$ cat config.mk
export PLATFORM = sky130hd
export DESIGN_NAME = posit_accum_issue
export DESIGN_NICKNAME = d
export VERILOG_FILES = /design/src/rtl/posit_defines.sv /design/src/rtl/posit_term_fifo.sv /design/src/rtl/posit_accum_issue.sv
export SDC_FILE = /design/constraint.sdc
export NUM_CORES = 1
export LEC_CHECK = 0
export CAP_MARGIN = 25
export CELL_PAD_IN_SITES_DETAIL_PLACEMENT = 1
export CELL_PAD_IN_SITES_GLOBAL_PLACEMENT = 1
export CORE_MARGIN = 2
export CORE_UTILIZATION = 40
export DETAILED_ROUTE_END_ITERATION = 10
export GPL_TIMING_DRIVEN = 0
export PLACE_DENSITY = 0.63
export SLEW_MARGIN = 30
export SYNTH_ARGS = -nofsm -noshare
export SYNTH_HDL_FRONTEND = slang
export SYNTH_SLANG_ARGS = --single-unit
$ cat constraint.sdc
create_clock -name clk -period 11.5 [get_ports clk]
set_input_delay 3.45 -clock clk [delete_from_list [all_inputs] [get_ports clk]]
set_output_delay 3.45 -clock clk [all_outputs]
set_load 0.1 [all_outputs]
$ cat src/rtl/posit_defines.sv
// Shared constants and types for the posit accumulator datapath.
//   ACC_OUT_STAGES     - output pipeline stages configured on positaccum_8
//   ACC_ISSUE_INTERVAL - accumulator feedback loop length in cycles
//   ACC_RESULT_DELAY   - cycles from issue until the accumulator result is updated
//   accum_term_t       - one buffered term: group-end flag plus 32-bit posit
package posit_defines;

    localparam int unsigned ACC_OUT_STAGES     = 7;
    // The loop is the output stages plus the fixed 9-stage adder core.
    localparam int unsigned ACC_ISSUE_INTERVAL = ACC_OUT_STAGES + 9;
    // The sum is readable once the term has travelled the whole loop.
    localparam int unsigned ACC_RESULT_DELAY   = ACC_ISSUE_INTERVAL;

    typedef struct packed {
        logic        last;
        logic [31:0] data;
    } accum_term_t;

endpackage

$ cat src/rtl/posit_term_fifo.sv
// Synchronous FIFO for accumulator terms, asynchronous active-high reset.
//   clk, rst       - clock, async reset (empties the FIFO)
//   push, wr_data  - write strobe and term; ignored when full
//   pop, rd_data   - read strobe and head-of-queue term (valid when count != 0)
//   count          - registered occupancy, 0..DEPTH
module posit_term_fifo
    import posit_defines::*;
#(
    parameter int unsigned DEPTH = 16
) (
    input  logic                         clk,
    input  logic                         rst,
    input  logic                         push,
    input  accum_term_t                  wr_data,
    input  logic                         pop,
    output accum_term_t                  rd_data,
    output logic [$clog2(DEPTH+1)-1:0]   count
);

    localparam int unsigned CntW = $clog2(DEPTH + 1);
    localparam int unsigned PtrW = (DEPTH > 1) ? $clog2(DEPTH) : 1;

    accum_term_t     mem [DEPTH];
    logic [PtrW-1:0] wr_ptr;
    logic [PtrW-1:0] rd_ptr;
    logic            do_push;
    logic            do_pop;

    assign do_push = push && (count != CntW'(DEPTH));
    assign do_pop  = pop && (count != '0);
    assign rd_data = mem[rd_ptr];

    always_ff @(posedge clk) begin
        if (do_push) begin
            mem[wr_ptr] <= wr_data;
        end
    end

    // DEPTH is a power of two, so pointers wrap by natural overflow.
    always_ff @(posedge clk or posedge rst) begin
        if (rst) begin
            wr_ptr <= '0;
            rd_ptr <= '0;
            count  <= '0;
        end else begin
            if (do_push) wr_ptr <= wr_ptr + PtrW'(1);
            if (do_pop)  rd_ptr <= rd_ptr + PtrW'(1);
            case ({do_push, do_pop})
                2'b10:   count <= count + CntW'(1);
                2'b01:   count <= count - CntW'(1);
                default: count <= count;
            endcase
        end
    end

endmodule

$ cat src/rtl/posit_accum_issue.sv
// Front-end scheduler for the posit accumulator. Buffers grouped terms and issues
// one per loop period so a whole group lands on one feedback lane, then captures,
// presents and clears the group sum.
//   clk, rst                        - clock, async active-high reset
//   in_data/in_last/in_valid/ready  - term input stream
//   acc_in1/acc_start/acc_clear     - accumulator drive (acc_clear feeds its reset)
//   acc_result/acc_inf/acc_zero     - accumulator result
//   sum_data/inf/zero/valid/ready   - completed group sum stream
module posit_accum_issue
    import posit_defines::*;
#(
    parameter int unsigned DEPTH          = 16,
    parameter int unsigned ISSUE_INTERVAL = ACC_ISSUE_INTERVAL,
    parameter int unsigned RESULT_DELAY   = ACC_RESULT_DELAY
) (
    input  logic        clk,
    input  logic        rst,
    input  logic [31:0] in_data,
    input  logic        in_last,
    input  logic        in_valid,
    output logic        in_ready,
    output logic [31:0] acc_in1,
    output logic        acc_start,
    output logic        acc_clear,
    input  logic [31:0] acc_result,
    input  logic        acc_inf,
    input  logic        acc_zero,
    output logic [31:0] sum_data,
    output logic        sum_inf,
    output logic        sum_zero,
    output logic        sum_valid,
    input  logic        sum_ready
);

    localparam int unsigned CntW   = $clog2(DEPTH + 1);
    localparam int unsigned SlotW  = (ISSUE_INTERVAL > 1) ? $clog2(ISSUE_INTERVAL) : 1;
    localparam int unsigned DrainW = $clog2(RESULT_DELAY + 1);

    typedef enum logic [2:0] {StIdle, StIssue, StDrain, StOutput, StClear} issue_state_t;

    issue_state_t      state_q;
    logic [SlotW-1:0]  slot_q;
    logic [DrainW-1:0] drain_q;

    accum_term_t       fifo_in;
    accum_term_t       fifo_head;
    logic [CntW-1:0]   fifo_count;
    logic              fifo_empty;
    logic              push;
    logic              pop;

    assign fifo_in.last = in_last;
    assign fifo_in.data = in_data;
    assign in_ready     = fifo_count < CntW'(DEPTH);
    assign push         = in_valid & in_ready;
    assign fifo_empty   = (fifo_count == '0);
    // Only slot 0 may issue; an empty FIFO there burns the whole interval.
    assign pop          = (state_q == StIssue) && (slot_q == '0) && !fifo_empty;
    assign acc_clear    = rst | (state_q == StClear);

    posit_term_fifo #(
        .DEPTH (DEPTH)
    ) u_fifo (
        .clk     (clk),
        .rst     (rst),
        .push    (push),
        .wr_data (fifo_in),
        .pop     (pop),
        .rd_data (fifo_head),
        .count   (fifo_count)
    );

    always_ff @(posedge clk or posedge rst) begin
        if (rst) begin
            state_q   <= StIdle;
            slot_q    <= '0;
            drain_q   <= '0;
            acc_in1   <= '0;
            acc_start <= 1'b0;
            sum_data  <= '0;
            sum_inf   <= 1'b0;
            sum_zero  <= 1'b1;
            sum_valid <= 1'b0;
        end else begin
            // Zero is added on every cycle without an issue.
            acc_in1 <= '0;
            case (state_q)
                StIdle: begin
                    if (!fifo_empty) begin
                        state_q   <= StIssue;
                        slot_q    <= '0;
                        acc_start <= 1'b1;
                    end
                end
                StIssue: begin
                    if (slot_q == SlotW'(ISSUE_INTERVAL - 1)) slot_q <= '0;
                    else                                      slot_q <= slot_q + SlotW'(1);
                    if (pop) begin
                        acc_in1 <= fifo_head.data;
                        if (fifo_head.last) begin
                            drain_q <= DrainW'(RESULT_DELAY);
                            state_q <= StDrain;
                        end
                    end
                end
                StDrain: begin
                    if (drain_q == '0) begin
                        sum_data  <= acc_result;
                        sum_inf   <= acc_inf;
                        sum_zero  <= acc_zero;
                        sum_valid <= 1'b1;
                        acc_start <= 1'b0;
                        state_q   <= StOutput;
                    end else begin
                        drain_q <= drain_q - DrainW'(1);
                    end
                end
                StOutput: begin
                    if (sum_ready) begin
                        sum_valid <= 1'b0;
                        state_q   <= StClear;
                    end
                end
                StClear: begin
                    state_q <= StIdle;
                end
                default: begin
                    state_q <= StIdle;
                end
            endcase
        end
    end

endmodule

## Word level (Yosys, flattened, before mapping)

Memory sizes are Yosys's and may differ from the RTL's.
Index checks and enable logic that the tools add are counted.

- Memories: 1
- Input port bits: 71
- Memory bits (writable): 528
- Bits in registers: 93

Memories:

| memory | words | bits a word | rd ports | clocked after memory_dff | wr ports | line | RTL |
|---|---|---|---|---|---|---|---|
| u_fifo.mem | 16 | 33 | 1 | 0 | 1 | posit_term_fifo.sv:23 | `accum_term_t mem [DEPTH];` |

- Bitwise gates (word level): 2
- Mux-type cells: 24
- Reductions and logical operators: 21
- Equality and inequality tests: 14
- $add $sub $neg: 6
- Magnitude comparators: 1

Operators by type and width:

| operator | count |
|---|---|
| $mux 32 | 2 |
| $pmux 5 s2 | 2 |
| $mux 3 | 5 |
| $mux 5 | 3 |
| $add 4x1->4 const B | 3 |
| $pmux 3 s4 | 1 |
| $logic_not 5->1 | 2 |
| $ne 2x2->1 const B | 5 |
| $reduce_bool 2->1 | 5 |
| $sub 5x1->5 const B | 2 |
| $mux 4 | 2 |
| $pmux 4 s2 | 1 |
| $eq 3x2->1 const B | 2 |
| $mux 1 | 6 |
| $reduce_and 3->1 | 2 |
| $add 5x1->5 const B | 1 |
| $lt 5x5->1 const B | 1 |
| $ne 5x5->1 const B | 1 |
| $reduce_and 5->1 | 1 |
| $reduce_bool 5->1 | 1 |
| $eq 4x4->1 const B | 1 |
| $logic_and 1x1->1 | 4 |
| $logic_not 4->1 | 1 |
| $pmux 1 s2 | 2 |
| 11 further kinds | 12 |

## Depth between registers and ports, before layout

Gate-level depths: netlist (run 1).

- Depth in word-level cells: 6
- Depth in mapped cells: 14
- Gate-level depth less buffers: 12

## By module

From an unflattened synthesis (run 1), not the netlist that was laid out.

- Cells, all modules: 1264
- Area, all modules: 24589.8 um2

Modules (own cells, without submodules):

| module | cells an instance | seq. area each (um2) | times used | area each (um2) |
|---|---|---|---|---|
| posit_term_fifo | 1039 | 16180.5 | 1 | 21388.0 |
| posit_accum_issue | 225 | 2003.2 | 1 | 3201.8 |

## Worst setup path before layout (run 1)

No wires, ideal clock.

- Kind: input -> output
- From: input port rst
- To: output port acc_clear
- Data arrival time: 7.157 ns
- Required time: 8.050 ns
- Buffers on the path: 0
- Setup slack: 0.893 ns
- Stages on the path: 2
- Cell sequence: inv_1 o31ai_1

- Longest elaborated chain between the ends: 1

Ends and longest elaborated chain:

| element | line | RTL |
|---|---|---|
| from (decl) | posit_accum_issue.sv:17 | `input logic rst,` |
| $or 1x1->1 | posit_accum_issue.sv:59 | `assign acc_clear = rst \| (state_q == StClear);` |
| to (decl) | posit_accum_issue.sv:24 | `output logic acc_clear,` |

No other way between the ends.

## Final worst setup path (run 1)

Same ends and word-level chain as after synthesis.

==> results of run 1 <==
==> cell families after synthesis <==
logic type,after synthesis
compound gates,37
flops,621
mux,208
fa+ha+maj,12
xor+xnor,11
buf+inv,69
simple gates,109
==> worst max-delay path: cells and delay by family <==
family,cells,cell delay [ns]
AO/OA/AOI/OAI,1,0.12
buffers and inverters,4,2.19
==> cell usage in the layout, fill, tap and decap left out, types with 22 or more instances in the layout <==
master             n
edfxtp_1         528
mux4_2           160
clkdlybuf4s50_1  139
dfrtp_1           92
clkbuf_16         69
clkbuf_1          42
mux2_1            34
and2_1            32
buf_16            26
nand2_1           25
buf_2             22
buf_4             22
==> area by class of cell <==
class,instances,share of cell area
Inverter,16,0.00230
Tap cell,773,0.0329
Clock buffer,94,0.0630
Buffer,53,0.00980
Multi-Input combinational cell,377,0.183
Clock inverter,30,0.0109
Timing Repair Buffer,192,0.0794
Sequential cell,621,0.619
==> sequential cells by signal (all words and copies together), names as in the netlist <==
name           count
acc_in1           32
acc_start          1
drain_q            5
slot_q             4
state_q            3
sum_data          32
sum_inf            1
sum_valid          1
sum_zero           1
u_fifo.count       5
u_fifo.mem       528
u_fifo.rd_ptr      4
u_fifo.wr_ptr      4
==> metrics by stage <==
step | area (sq um) | TNS, ns | instances | hold slack, ns | util
after floorplan | 23800 | 0 | 1067 | 0.463 | -
after CTS | 29400 | 0 | 2156 | 0.496 | 0.499
after global placement | 26100 | -0.527 | 1980 | 0.474 | 0.444
after detailed placement | 27200 | 0 | 2032 | 0.484 | 0.462
after global routing | 29400 | 0 | 2156 | 0.509 | 0.499
final | 29400 | 0 | 2156 | 0.491 | 0.499
==> power by group through the flow <==
stage,logic (W),clock network [W],registers [W]
5_1_grt,0.00314,0.00226,0.00284
4_1_cts,0.00302,0.00219,0.00282
3_3_place_gp,0.00290,0,0.00286
6_report,0.00297,0.00213,0.00282
2_1_floorplan,0.00127,0,0.00370
3_5_place_dp,0.00301,0,0.00286
==> cell usage after synthesis (all sizes together), types with 5 or more instances <==
library cell / number / share of area
and2: 32 / 0.0084
buf: 32 / 0.0087
clkbuf: 21 / 0.0033
dfrtp: 92 / 0.097
edfxtp: 528 / 0.67
ha: 12 / 0.0063
inv: 16 / 0.0025
mux2: 37 / 0.018
mux2i: 11 / 0.0046
mux4: 160 / 0.15
nand2: 25 / 0.0039
nand3: 5 / 0.0011
nor2: 22 / 0.0035
o21ai: 7 / 0.0015
o31ai: 5 / 0.0016
xnor2: 10 / 0.0037
==> worst min path at each step <==
stage / to / slack [ns] / cells after the start
after floorplan: slot_q[3]$_DFFE_PP0P_ / 0.46 / 1
after global placement: sum_data[0]$_DFFE_PP0P_ / 0.47 / 1
after detailed placement: sum_data[24]$_DFFE_PP0P_ / 0.48 / 1
after CTS: sum_data[9]$_DFFE_PP0P_ / 0.50 / 1
after global routing: sum_data[29]$_DFFE_PP0P_ / 0.51 / 1
final: sum_data[0]$_DFFE_PP0P_ / 0.49 / 1
==> metal layers <==
| metal | share of wire | up-vias | global-route usage |
|---|---|---|---|
| met5 | 0.00075 | - | 0 |
| met4 | 0.024 | 6 | 0.0578 |
| met3 | 0.054 | 101 | 0.0401 |
| met2 | 0.50 | 354 | 0.323 |
| met1 | 0.42 | 6235 | 0.263 |
| li1 | - | 4933 | - |
==> flow_summary.json, run 1 <==
{
  "status": "finished, final reports clean",
  "r2r_slack_ns": 7.83,
  "ys_types": 59,
  "yosys_warnings": 0,
  "core-area_sq_um": 58900,
  "remaining_drc_errors": 0,
  "die_x_um": 248,
  "end_kind": "output port",
  "grt_overflow_total": 0,
  "place_hpwl_mm": 37.2,
  "clock-root-buffer": "clkbuf_16",
  "drt.antenna.violating_nets": 0,
  "p_int_w": 0.00503,
  "skew_ns": 0.0231,
  "postCtsHoldBufs": 0,
  "drt_iter0_drc": 957,
  "cts_tree": "built",
  "slowest_delay_ns": 1.19,
  "avgViaCountPerCell": 5.39,
  "track_usage": 0.196,
  "maxCapViolations": 0,
  "r2r_cells": 12,
  "cpMostUsedCell": "clkdlybuf4s50_1",
  "start_util": 0.404,
  "wire_per_inst_um": 26.7,
  "nets": 1412,
  "cp_max_fo": 56,
  "portBuffers": 140,
  "num_rows": 89,
  "postCtsSetupRepairBufs": 0,
  "cts_buffers": 68,
  "peakVddDrop_v": 0.000199,
  "yosysSeqAreaShare": 0.765,
  "clock.fmax_mhz": 108,
  "setup_slack_ns": 2.25,
  "tightestPinTransition_ns": 1.01,
  "ys_ff_latch": 621,
  "setup-violations-final": 0,
  "synth-simple-area-share": 0.0245,
  "syn_to_final_growth_pct": 23.6,
  "clock-sinks": 621,
  "worst_path_max_delay_cell": "clkdlybuf4s50_1",
  "h-tree-depth": 3,
  "synthArstFlopShare": 0.150,
  "grt_pass1_vias": 12700,
  "cp_cell_sequence": "clkdlybuf4s50_1, inv_8, buf_16, o31ai_1, clkdlybuf4s50_1",
  "cts_buffer_depth": 3,
  "critPathLaunchType": "input port",
  "regToRegStartpoint": "state_q[1]$_DFFE_PP0P_",
  "leakage_nw": 9.83,
  "synth-edff-count": 528,
  "min-delay-start": "sum_data[0]$_DFFE_PP0P_",
  "rsz0062_at_grt": "false",
  "dpl_worst_slack_ns": 2.20,
  "firstDrtPassIters": 5,
  "combinationalPowerShare": 0.375,
  "powerDensity_nw_per_um2": 270,
  "syn_nets": 1150,
  "finalPower_w": 0.00792,
  "p_switching_w": 0.00288,
  "synth_xor_area_frac": 0.00405,
  "synth_top_family_by_area": "multiplexers",
  "slew-limit-headroom": 0.325,
  "synth_ff_type": "edfxtp_1",
  "synth-compound-area-share": 0.0120,
  "vias": 11600,
  "min_period_over_period": 0.804,
  "synth_mux_area_frac": 0.174,
  "p_sw_frac": 0.364,
  "cp-startpoint": "rst",
  "grt_max_degree": 57,
  "grt_first_pass_wirelength_mm": 85.3,
  "reg2reg_to": "u_fifo.count[3]$_DFFE_PP0P_",
  "path_clk_slew_ns": 0.05,
  "n_antenna_cell": 0,
  "syn_avg_cell_area_sq_um": 22.3,
  "slew_viol_final": 0,
  "crit_end": "acc_clear",
  "hold_viol": 0,
  "seq_area_sq_um": 18200,
  "gp_congestion": 0.728,
  "path_class": "in2out",
  "required_ns": 8.05,
  "die_h_um": 248,
  "insertion_delay_ns": 0.60,
  "cp.arrival_ns": 5.80,
  "grt_antenna_before_repair": 5,
  "synthCells": 1067,
  "syn-cell-area_sq_um": 23800,
  "final.min_clock_period_ns": 9.25,
  "synth_fa_ha_area_frac": 0.00632,
  "drt_wl_total_mm": 57.6,
  "ioPinCount": 141,
  "min_path_type": "reg2reg",
  "p_clk_frac": 0.269,
  "layout-drive-gt1-share": 0.262,
  "p_seq_frac": 0.356,
  "die_area_sq_um": 61400,
  "fillerInstances": 5209,
  "cts_resized": 0,
  "multi_input_area_sq_um": 5370
}
(Power assumes the default switching activity.)
==> run 2, diff against run 1 <==
--- a/config.mk
+++ b/config.mk
@@ -12,7 +12,7 @@
 export CORE_UTILIZATION = 40
 export DETAILED_ROUTE_END_ITERATION = 10
 export GPL_TIMING_DRIVEN = 0
-export PLACE_DENSITY = 0.63
+export PLACE_DENSITY = 0.66
 export SLEW_MARGIN = 30
 export SYNTH_ARGS = -nofsm -noshare
 export SYNTH_HDL_FRONTEND = slang
==> constraint.sdc (replaced) <==
create_clock -name clk -period 8 [get_ports clk]
set_input_delay 2.4 -clock clk [delete_from_list [all_inputs] [get_ports clk]]
set_output_delay 2.4 -clock clk [all_outputs]
set_load 0.1 [all_outputs]
==> flow_summary.json, run 2 (synthesis gave the netlist of run 1 again) <==
{
  "status": "finished, final reports clean",
  "place_hpwl_mm": 38.0,
  "largest_reg_flops": 528,
  "peakVddDrop_v": 0.000350,
  "end_kind": "output port",
  "critPathLaunchType": "input port",
  "avgViaCountPerCell": 5.41,
  "worst_path_max_delay_cell": "clkdlybuf4s50_1",
  "whs_ns": 0.486,
  "seq_area_sq_um": 18200,
  "min_path_type": "reg2reg",
  "cts_resized": 0,
  "clock-sinks": 621,
  "slew-limit-headroom": 0.313,
  "cp.arrival_ns": 5.08,
  "grt_pass1_vias": 12600,
  "cts_tree": "built",
  "wire_per_inst_um": 26.6,
  "portBuffers": 140,
  "firstDrtPassIters": 5,
  "slew_viol_final": 0,
  "layout_commonest_cell": "edfxtp_1",
  "grt_antenna_before_repair": 1,
  "slowest_delay_ns": 1.18,
  "setup-violations-final": 0,
  "r2r_cells": 12,
  "holdPathStages": 1,
  "die_h_um": 248,
  "nets": 1412,
  "required_ns": 5.60,
  "crit_family": "buffers and inverters",
  "reg_top3": "u_fifo.mem (528), acc_in1 (32), sum_data (32)",
  "num_rows": 89,
  "regToRegStartpoint": "state_q[1]$_DFFE_PP0P_",
  "leakage_nw": 9.81,
  "cp_max_fo": 17,
  "clock.fmax_mhz": 134,
  "start_util": 0.404,
  "vias": 11700,
  "path_class": "in2out",
  "syn_to_final_growth_pct": 23.3,
  "tightestPinTransition_ns": 1.03,
  "drt_wl_total_mm": 57.3,
  "remaining_drc_errors": 0,
  "skew_ns": 0.0242,
  "fillerInstances": 5196,
  "whs_endpoint": "sum_data[25]$_DFFE_PP0P_",
  "worst-path-buf-inv": 5,
  "powerDensity_nw_per_um2": 385,
  "ioPinCount": 141,
  "die_x_um": 248,
  "gp_congestion": 0.736,
  "clock-root-buffer": "clkbuf_16",
  "core-area_sq_um": 58900,
  "cts_buffer_depth": 3,
  "min_period_over_period": 0.935,
  "die_area_sq_um": 61400,
  "final.min_clock_period_ns": 7.48,
  "cts_buffers": 67,
  "rsz0062_at_grt": "false",
  "grt_overflow_total": 0,
  "cp_cell_sequence": "clkdlybuf4s50_1, clkinvlp_4, buf_16, buf_16, o31ai_1, clkdlybuf4s50_1",
  "path_depth": 6,
  "grt_first_pass_wirelength_mm": 84.8,
  "track_usage": 0.193,
  "multi_input_area_sq_um": 5360,
  "finalPower_w": 0.0113,
  "final_cell_mix": "edfxtp_1 (528), mux4_2 (160), clkdlybuf4s50_1 (139)",
  "drt_iter0_drc": 1185,
  "h-tree-depth": 3,
  "postCtsHoldBufs": 0,
  "drt.antenna.violating_nets": 0,
  "grt_max_degree": 19,
  "hold_viol": 0,
  "top_register": "u_fifo.mem",
  "postCtsSetupRepairBufs": 0,
  "reg2reg_to": "u_fifo.count[3]$_DFFE_PP0P_",
  "maxCapViolations": 0,
  "path_clk_slew_ns": 0.05,
  "insertion_delay_ns": 0.62,
  "layout-drive-gt1-share": 0.262,
  "r2r_slack_ns": 4.32,
  "min-delay-start": "sum_data[25]$_DFFE_PP0P_"
}
==> run 2: changes by cell type in the layout (fill, tap and decap cells not counted), sizes merged <==
| cell | before | now |
|---|---|---|
| diode | 0 | 1 |
| buf | 85 | 86 |
| clkinv | 19 | 24 |
| bufinv | 5 | 2 |
| clkbuf | 115 | 112 |
==> run 2: how the worst max path moves through the flow <==
| stage | start | end | slack (ns) |
|---|---|---|---|
| global placement | in_valid | u_fifo.mem[0][18]$_DFFE_PP_ | -1.80 |
| global route | rst | acc_clear | 0.29 |
| floorplan | rst | acc_clear | 0.48 |
| CTS | rst | acc_clear | 0.45 |
| detailed placement | rst | acc_clear | 0.45 |
| finish | rst | acc_clear | 0.52 |
==> run 2: power breakdown <==
group          total (W)  internal (W)  switching, W
Clock            0.00298       0.00170       0.00129
Sequential       0.00405       0.00390      0.000153
Combinational    0.00426       0.00154       0.00272
==> run 2: routing by layer <==
layer,GRT usage,vias to the layer above,part of all wire
li1,-,4930,-
met1,0.262,6301,0.43
met2,0.318,344,0.50
met3,0.0404,94,0.051
met4,0.0544,2,0.023
met5,0,-,0.00026
==> run 2: layout make-up <==
type	instances	area share
flip-flops and latches	621	0.620
multi-input cells	377	0.183
repair buffers	193	0.0800
clock buffers	91	0.0626
well taps	773	0.0330
plain buffers	53	0.00977
clock inverters	32	0.00960
inverters	16	0.00218
diodes	1	0.0000853
==> run 2: worst register-to-register path, stage by stage, from the launching register on <==
cell and delay, ns:
dfrtp_1 0.36, clkbuf_1 0.19, nor2_1 0.40, o211ai_4 0.23, inv_2 0.10, buf_2 0.28, clkbuf_1 0.59, ha_1 0.30
clkbuf_1 0.29, mux2_2 0.38, o32ai_1 0.19, xnor2_1 0.17, o21ai_1 0.07
==> run 2: metrics by stage <==
step	utilization	TNS, ns	area [sq um]	std cells	setup slack (ns)
finish	0.498	0	29300	2157	0.518
CTS	0.498	0	29300	2156	0.451
detailed placement	0.462	0	27200	2033	0.452
global route	0.498	0	29300	2156	0.292
global placement	0.444	-205.57	26100	1980	-1.80
floorplan	-	0	23800	1067	0.479
